--- config.mk ---
export PLATFORM = sky130hd
export DESIGN_NAME = merge2_4b_rtl
export DESIGN_NICKNAME = d
export VERILOG_FILES = /design/src/rtl/merge2_4b_rtl.sv
export SDC_FILE = /design/constraint.sdc
export NUM_CORES = 1
export LEC_CHECK = 0
export CAP_MARGIN = 40
export CORE_AREA = 10 10 59 65
export CTS_BUF_LIST = sky130_fd_sc_hd__clkbuf_16
export DETAILED_ROUTE_END_ITERATION = 8
export DIE_AREA = 0 0 69 75
export RECOVER_POWER = 50
export REMOVE_ABC_BUFFERS = 1
export SETUP_SLACK_MARGIN = 0.2
export SKIP_LAST_GASP = 1
export SYNTH_ARGS = -nofsm -noshare
export SYNTH_HDL_FRONTEND = slang
export SYNTH_SLANG_ARGS = --single-unit
--- constraint.sdc ---
create_clock -name clk -period 2.3 [get_ports clk]
set_input_delay 0.69 -clock clk [delete_from_list [all_inputs] [get_ports clk]]
set_output_delay 0.69 -clock clk [all_outputs]
set_load 0.1 [all_outputs]
--- src/rtl/merge2_4b_rtl.sv ---
// Two-input merge: round-robin arbiter feeding a 2-entry {src,msg} FIFO.
// Outputs come only from the head register; a full FIFO still accepts while draining.
module merge2_4b_rtl (
    input  logic       clk,
    input  logic       reset,
    input  logic       in0_val,
    output logic       in0_rdy,
    input  logic [3:0] in0_msg,
    input  logic       in1_val,
    output logic       in1_rdy,
    input  logic [3:0] in1_msg,
    output logic       out_val,
    input  logic       out_rdy,
    output logic [3:0] out_msg,
    output logic       out_src
);

    logic [1:0] count_reg, count_next;
    logic       prio_reg, prio_next;
    logic       space;
    logic       grant0, grant1;
    logic       enq, deq;
    logic [1:0] wr_pos;
    logic [4:0] tail_entry;
    logic [4:0] slot_q [0:1];

    assign space  = (count_reg < 2'd2) || ((count_reg == 2'd2) && out_rdy);

    // Both valid: prio picks; otherwise whichever is valid wins.
    assign grant0 = in0_val && (!in1_val || !prio_reg);
    assign grant1 = in1_val && (!in0_val ||  prio_reg);

    assign in0_rdy = reset && grant0 && space;
    assign in1_rdy = reset && grant1 && space;

    assign enq        = in0_rdy || in1_rdy;
    assign out_val    = (count_reg != 2'd0);
    assign deq        = out_val && out_rdy;
    assign tail_entry = grant1 ? {1'b1, in1_msg} : {1'b0, in0_msg};

    // Slot 0 is always the head; a dequeue shifts slot 1 down before the tail write.
    assign wr_pos     = count_reg - {1'b0, deq};
    assign count_next = count_reg + {1'b0, enq} - {1'b0, deq};
    assign prio_next  = enq ? ~grant1 : prio_reg;

    for (genvar gi = 0; gi < 2; gi++) begin : g_slot
        logic [4:0] entry_reg;
        logic [4:0] entry_next;
        logic [4:0] shifted;

        if (gi == 0) begin : g_head
            assign shifted = deq ? slot_q[1] : entry_reg;
        end else begin : g_tail
            assign shifted = entry_reg;
        end

        always_comb begin
            entry_next = shifted;
            if (enq && (wr_pos == 2'(gi))) begin
                entry_next = tail_entry;
            end
        end

        always_ff @(posedge clk or negedge reset) begin
            if (!reset) begin
                entry_reg <= 5'd0;
            end else begin
                entry_reg <= entry_next;
            end
        end

        assign slot_q[gi] = entry_reg;
    end

    always_ff @(posedge clk or negedge reset) begin
        if (!reset) begin
            count_reg <= 2'd0;
            prio_reg  <= 1'b0;
        end else begin
            count_reg <= count_next;
            prio_reg  <= prio_next;
        end
    end

    assign out_msg = slot_q[0][3:0];
    assign out_src = slot_q[0][4];

endmodule

[Yosys cells after proc, flatten, opt, wreduce, memory -nomap -nowiden]
Cells that the tools add are included.
Storage, ports and cells
  flip-flop bits (word level): 13
  bits of input ports: 13
  output and inout port bits: 8
Cells by class
  $add $sub $neg: 3
  order comparisons: 1
  equal/unequal tests: 2
  mux-type cells: 3
  bitwise logic cells: 1
  reduce and logical (&&, ||, !) cells: 20
Operators by type and width (number)
  2-to-1 mux 5 bit: 3
  logical AND 1 bit: 10
  logical OR 1 bit: 4
  nonzero test 2 bit: 2
  subtractor 2 x 1 -> 2 bit: 2
  zero test 1 bit: 3
  adder 2 x 1 -> 2 bit: 1
  == test 2 x 1 -> 1 bit, second input constant: 1
  == test 2 bit, second input constant: 1
  zero test 2 bit: 1
  less-than comparator 2 bit, second input constant: 1
  NOT 1 bit: 1

[Logic depth before layout (Yosys ltp)]
  depth after elaboration: 8
  mapped depth: 9

[Worst setup path after synthesis]
OpenSTA, ideal clock, no wires.
  path type: reg-to-reg
  start point: register count_reg[1]
  end point: register g_slot[0].entry_reg[0]
  arrival: 2.707 ns
  required time: 2.220 ns
  path slack: -0.486 ns
  cell stages (with the launch flop): 10
  path buffers: 1
  path through: dfrtp_1 -> buf_6 -> or2_1 -> nand2_1 -> inv_1 -> ha_1 -> xor2_2 -> or2_4 -> a211oi_4 -> mux2i_1
On the way
  elaborated cells between the ends (all ways): 14
  classes of those cells: 1 x add/sub; 1 x order compare; 1 x eq/ne; 1 x mux; 10 x reduce/logical
RTL lines
  start, declared: line 18  | logic [1:0] count_reg, count_next;
  start signal, assigned: line 80  | count_reg <= count_next;
  nonzero test 2 bit (*): line 37  | assign out_val = (count_reg != 2'd0);
  via out_val: line 12  | output logic out_val,
  logical AND 1 bit (*): line 38  | assign deq = out_val && out_rdy;
  subtractor 2 x 1 -> 2 bit: line 42  | assign wr_pos = count_reg - {1'b0, deq};
  zero test 2 bit: line 59  | if (enq && (wr_pos == 2'(gi))) begin
  logical AND 1 bit: line 59
  2-to-1 mux 5 bit or nonzero test 2 bit (tied branches)
  end signal, assigned: line 68  | entry_reg <= entry_next;
  end, declared: line 47  | logic [4:0] entry_reg;
The timed path passes the listed nets; every way through them passes the cells marked *.
A chain may end at the register's enable or synchronous reset.

[Worst setup path in the final report]
  start point: input port out_rdy
  end point: output port in0_rdy
On the way
  word-level cells in the longest chain between the ends: 3
Ends and longest elaborated chain
  start, declared: line 13  | input logic out_rdy,
  logical AND 1 bit: line 27  | assign space = (count_reg < 2'd2) || ((count_reg == 2'd2) && out_rdy);
  logical OR 1 bit: line 27
  logical AND 1 bit: line 33  | assign in0_rdy = reset && grant0 && space;
  end, declared: line 7  | output logic in0_rdy,
No other way between the ends.

==> metrics <==
drt first pass iters 4; Worst-Margin Slew 0.547 ns; slew margin rel. 63.7%; Period minus WS final 2.14 ns; Max Freq 0.468 GHz; RSZ-0062 raised after global routing yes; Seq/Total Area, Yosys 44.1%; Clock Path Buffers 2; Fin. Hold Viols 0; worst r2r path cells 9; Yosys Warn Count 0; routability congestion estimate 0.821; average cell area after synthesis 11.5 µm²; grt total ovfl 0; reg-to-reg slack, setup 0.30 ns; Clk pin slew, worst setup/hold paths 0.04 ns; WL final 2020 µm; post-route insts no fill 142; critical path required time 1.61 ns; # rows 19; DR DRC count 0; Avg WL per Cell 14.2 µm; status complete, no violations; crit-path max FO 5; Fin Hold WS 0.379 ns; CTS tree yes; Clock Latency Late Sink 0.24 ns; r2r endpoint g_slot[0].entry_reg[2]$_DFFE_PN0P_; Netlist cell types 22; Vias 645; Post-Syn Instances 64; worst hold path class input pin to asynchronous set/reset pin; first-pass GRT wire length 3240 µm; final setup fails 0; Vias/cell 4.54; Antenna diodes 0; Area Growth Syn to Fin 75.9%; Worst Setup SP out_rdy; Pins Over Slew Limit 0; most frequent cells in the layout buf_4 (21), mux2i_1 (14), dfrtp_1 (13); Worst Clk Skew 0.000738 ns; Worst setup EP type output pin; Placed Cells 129; Post-Syn Area 737 µm²; maximum vdd drop 863 µV; Fin Setup TNS 0 ns; Final period util 93.0%; drt initial violations 4; commonest non-fill, non-tap cell in the layout buf_4; io pins 21; Seq cells post-synth 13; detailed placement HPWL 1420 µm; Post-DP Area 1090 µm²; Die H 75 µm; Worst EP arrival 1.45 ns; Crit Path Category input pin to output pin; RR Startpoint count_reg[0]$_DFF_PN0_; vias in the first global route 692; Startpoint Class input pin; Die ar. 5180 µm²; TritonCTS buffer count 3; Routed Antenna Nets 0; Initial Utilization 29.2%; max cap viols 0; Setup crit end in0_rdy; total power per unit cell area 1600 nW/µm²; largest net degree at the start of global routing 15; IO buf count 20; post-route cell area 1300 µm²; Root Driver clkbuf_16; max reg flops 10; GRT Util Overall 7.74%; Leak Pwr 0.000614 µW; initial antenna violation count 0; die width 69 µm; CTS HTree Levels 1; core area 2520 µm²; NumNets Final 128; share of post-route cells with drive strength above 1 47.7%; fillers 246; Sink Count 13
==> per-stage QoR <==
stage          utilization (%)  setup WS, ns  power, µW
4_1_cts                   49.8         0.163       2000
2_1_floorplan                -        -0.596       1240
6_report                  51.4         0.161       2070
5_1_grt                   51.4         0.116       2190
3_5_place_dp              43.4        -0.353       1620
3_3_place_gp              43.4        -0.372       1590
==> worst max-delay path, cell delays in order <==
cell	delay [ns]
buf_8	0.08
nand2b_4	0.05
a21boi_2	0.13
buf_6	0.13
and3_4	0.20
buf_12	0.17
==> how the worst min path moves through the flow <==
stage	endpoint	start	slack [ns]	cells past startpoint
detailed placement	prio_reg$_DFFE_PN0P_	prio_reg$_DFFE_PN0P_	0.48	1
CTS	g_slot[0].entry_reg[0]$_DFFE_PN0P_	reset	0.38	2
floorplan	count_reg[0]$_DFF_PN0_	reset	0.39	0
global route	g_slot[0].entry_reg[0]$_DFFE_PN0P_	reset	0.39	2
global placement	prio_reg$_DFFE_PN0P_	prio_reg$_DFFE_PN0P_	0.48	1
finish	g_slot[0].entry_reg[1]$_DFFE_PN0P_	reset	0.38	2
==> cell usage after synthesis (all sizes together) <==
library cell	count	area [µm²]
or2	2	15.0
o21ai	3	15.0
a21boi	1	7.51
a31oi	1	6.26
a211oi	1	20.0
o22ai	1	6.26
xor2	1	16.3
mux2i	14	140
and3	1	6.26
xnor2	2	17.5
a21oi	5	25.0
dfrtp	13	325
nand2	1	3.75
a2111oi	1	27.5
inv	7	26.3
ha	3	37.5
nand2b	2	15.0
buf	1	11.3
nor2	4	15.0
==> routing by layer <==
| metal | GRT usage [%] | part of all wire (%) |
|---|---|---|
| met1 | 9.02 | 44 |
| met2 | 12.4 | 50 |
| met3 | 3.15 | 4.7 |
| met4 | 3.36 | 1.4 |
| met5 | 0 | 0 |
==> area by class of cell <==
| class | count | area [µm²] | share of cell area [%] |
|---|---|---|---|
| clock buffer | 3 | 75.1 | 5.79 |
| clock inverter | 1 | 3.75 | 0.290 |
| multi-input combinational | 43 | 422 | 32.5 |
| sequential | 13 | 325 | 25.1 |
| tap | 31 | 38.8 | 2.99 |
| inverter | 7 | 26.3 | 2.03 |
| timing repair buffer | 44 | 405 | 31.3 |
==> logic make-up after synthesis <==
| logic type | after synthesis | synth area share [%] |
|---|---|---|
| buffers and inverters | 8 | 5.09 |
| and+or+nand+nor | 10 | 7.47 |
| muxes | 14 | 19.0 |
| AOI/OAI and AO/OA | 13 | 14.6 |
| xor gates and xnor gates | 3 | 4.59 |
| DFF | 13 | 44.1 |
| adders and majority gates | 3 | 5.09 |
==> power breakdown <==
part | total, µW | switching, µW | leakage [µW] | internal, µW
Sequential | 425 | 73.7 | 0.000148 | 351
Clock | 322 | 92.8 | 0.0000423 | 229
Combinational | 1320 | 807 | 0.000424 | 515
==> repair_timing <==
action,4_1_cts,5_1_grt
buffers inserted,6,2
gates cloned,0,1
pin swaps,3,2
gates resized for setup,27,8
setup endpoints to repair,14,12
hold buffers,0,0
(Power assumes the default switching activity.)
==> edit: new RTL, same settings <==
Make the reset (`reset`) synchronous in 2 clocked blocks.
--- a/src/rtl/merge2_4b_rtl.sv
+++ b/src/rtl/merge2_4b_rtl.sv
@@ -62,5 +62,5 @@
         end
 
-        always_ff @(posedge clk or negedge reset) begin
+        always_ff @(posedge clk) begin
             if (!reset) begin
                 entry_reg <= 5'd0;
@@ -73,5 +73,5 @@
     end
 
-    always_ff @(posedge clk or negedge reset) begin
+    always_ff @(posedge clk) begin
         if (!reset) begin
             count_reg <= 2'd0;
Check against the original RTL: differs if reset is asserted again (counterexample within 4 cycles, from zero or initial values and one cycle with reset low); with reset held inactive, the same outputs for 10 cycles.
==> edit against the original RTL <==
Worst setup slack improved by 0.058 ns; synthesized area rose by 3.6%; total power fell by 26%; die area did not move; clock skew rose by 0.0022 ns; global-route usage rose by 0.15 points; wire length fell by 3.6%; combinational power fell by 35%; design area fell by 11%; largest power group unchanged; sequential cell count did not move.
==> edit: results (changes against the original RTL) <==
status=finished, final reports clean; vias in the first global route=742 (+7.2%); fin nets=127 (-0.78%); largest area contributor in the netlist=dfxtp_1; Pleak=0.606 nW (-1.4%); Worst Setup SP=out_rdy; worst hold stages=1; WL/cell=13.8 um (-2.9%); sequential cell area fraction in the yosys report=34.1% (-10 points); Peak VDD IR=699 uV (-19%); hpwl dp=1.49 mm (+4.8%); CTS H-tree lvls=1 (unchanged); share of cells above drive strength 1=37.3% (-10 points); CTS Buffer Depth=2 (unchanged); first-pass GRT wire length=3.33 mm (+2.8%); r2r setup slk=0.42 ns (+0.12 ns); Synth async-reset ratio=0% (-100 points); Worst Setup EP=in0_rdy; clock-pin slew on the worst setup and hold paths=0.05 ns; Total GRT Usage=7.90% (+0.15 points); crit-path max FO=4 (-1); Critical R2R Launch=count_reg[1]; CTS Root Cell=clkbuf_16; initial antenna violation count=0 (unchanged); HP Class=reg -> reg; Vias/cell=4.85 (+6.8%); r2r worst-path depth=6 (-3); critical path arrival=1.39 ns (-0.06 ns); worst slew pin tran=0.548 ns (+0.00166 ns); clock skew=0.00293 ns (+0.00219 ns); Synth top cells by count=dfxtp_1, o211a_1, nand2_1, nand2b_1; Num CTS Buffers=3 (unchanged); total internal power=811 uW (-26%); synth top area cells=dfxtp_1, o211a_1, o2111ai_4, mux2i_1, ha_1; Synthesis Warnings=0 (unchanged); DRT iter0 DRCs=18 (+14); Yosys cell types=27 (+23%); r2r endpoint=g_slot[0].entry_reg[2]; port bufs=20 (unchanged); Worst-Skew Late Latency=0.25 ns; routability cong.=0.747 (-9.0%); 1st-pass router iterations=4 (unchanged); # diodes=0 (unchanged)
edit: cell count changes in the layout (fill, tap and decap cells not counted), moves of 5 or more:
cell      delta
mux2i_1      -9
nand2b_1     +5
buf_4       -12
nand2_1      +6
dfrtp_1     -13
o211a_1      +8
dfxtp_1     +13
edit: stage by stage:
| stage | cell area (um2) | instances | setup TNS, ns | worst slack (ns) |
|---|---|---|---|---|
| after detailed placement | 1080 | 135 | -2.43 | -0.337 |
| final | 1150 | 141 | 0 | 0.219 |
| after global routing | 1150 | 141 | 0 | 0.190 |
| after global placement | 1080 | 135 | -1.97 | -0.292 |
| after floorplan | 759 | 76 | -0.229 | -0.131 |
| after CTS | 1180 | 141 | 0 | 0.185 |
edit: layer usage:
metal	routed length [um]	vias up	global-route usage (%)
met4	42	0	4.03
met3	110	5	3.15
met5	0	-	0
li1	-	343	-
met1	828	316	8.09
met2	964	20	13.9
edit: kinds of logic (layout without fill, tap and decap cells):
group	count (synthesis)	count (layout)	share of synthesized area, %
AOI/OAI and AO/OA	19	19	25.7
xor gates and xnor gates	2	2	2.30
adders and majority gates	3	3	4.92
buffers and inverters	7	40	3.44
DFF	13	13	34.1
muxes	9	9	12.5
and+or+nand+nor	24	24	17.0
edit: repair_timing:
item	in CTS	in global routing
pin swaps	2	2
buffers inserted	2	0
gates resized for setup	19	4
endpoints found under the setup margin	14	3
hold buffers	0	0
cloned	0	0
edit: power by group through the flow:
| stage | combinational [mW] | clock (mW) | sequential, mW |
|---|---|---|---|
| 4_1_cts | 0.943 | 0.343 | 0.352 |
| 5_1_grt | 0.930 | 0.352 | 0.357 |
| 3_3_place_gp | 0.900 | 0 | 0.350 |
| 2_1_floorplan | 0.474 | 0 | 0.546 |
| 6_report | 0.859 | 0.334 | 0.345 |
| 3_5_place_dp | 0.918 | 0 | 0.352 |
edit: how the worst min path moves through the flow:
stage,start,endpoint,slack [ns]
3_5_place_dp,prio_reg,prio_reg,0.49
2_1_floorplan,prio_reg,prio_reg,0.44
6_report,prio_reg,prio_reg,0.49
5_1_grt,g_slot[1].entry_reg[4],g_slot[1].entry_reg[4],0.54
3_3_place_gp,g_slot[1].entry_reg[4],g_slot[1].entry_reg[4],0.48
4_1_cts,prio_reg,prio_reg,0.50
edit: cell type report:
class	count	area, um2
Clock buffer	3	75.1
Clock inverter	1	5.00
Fill cell	261	1370
Inverter	6	22.5
Multi-Input combinational cell	57	494
Sequential cell	13	260
Tap cell	31	38.8
Timing Repair Buffer	30	251
edit: worst max-delay path, stage by stage:
cell,delay (ns)
buf_6,0.08
nand2b_4,0.05
a21oi_4,0.18
and3_4,0.22
buf_12,0.17
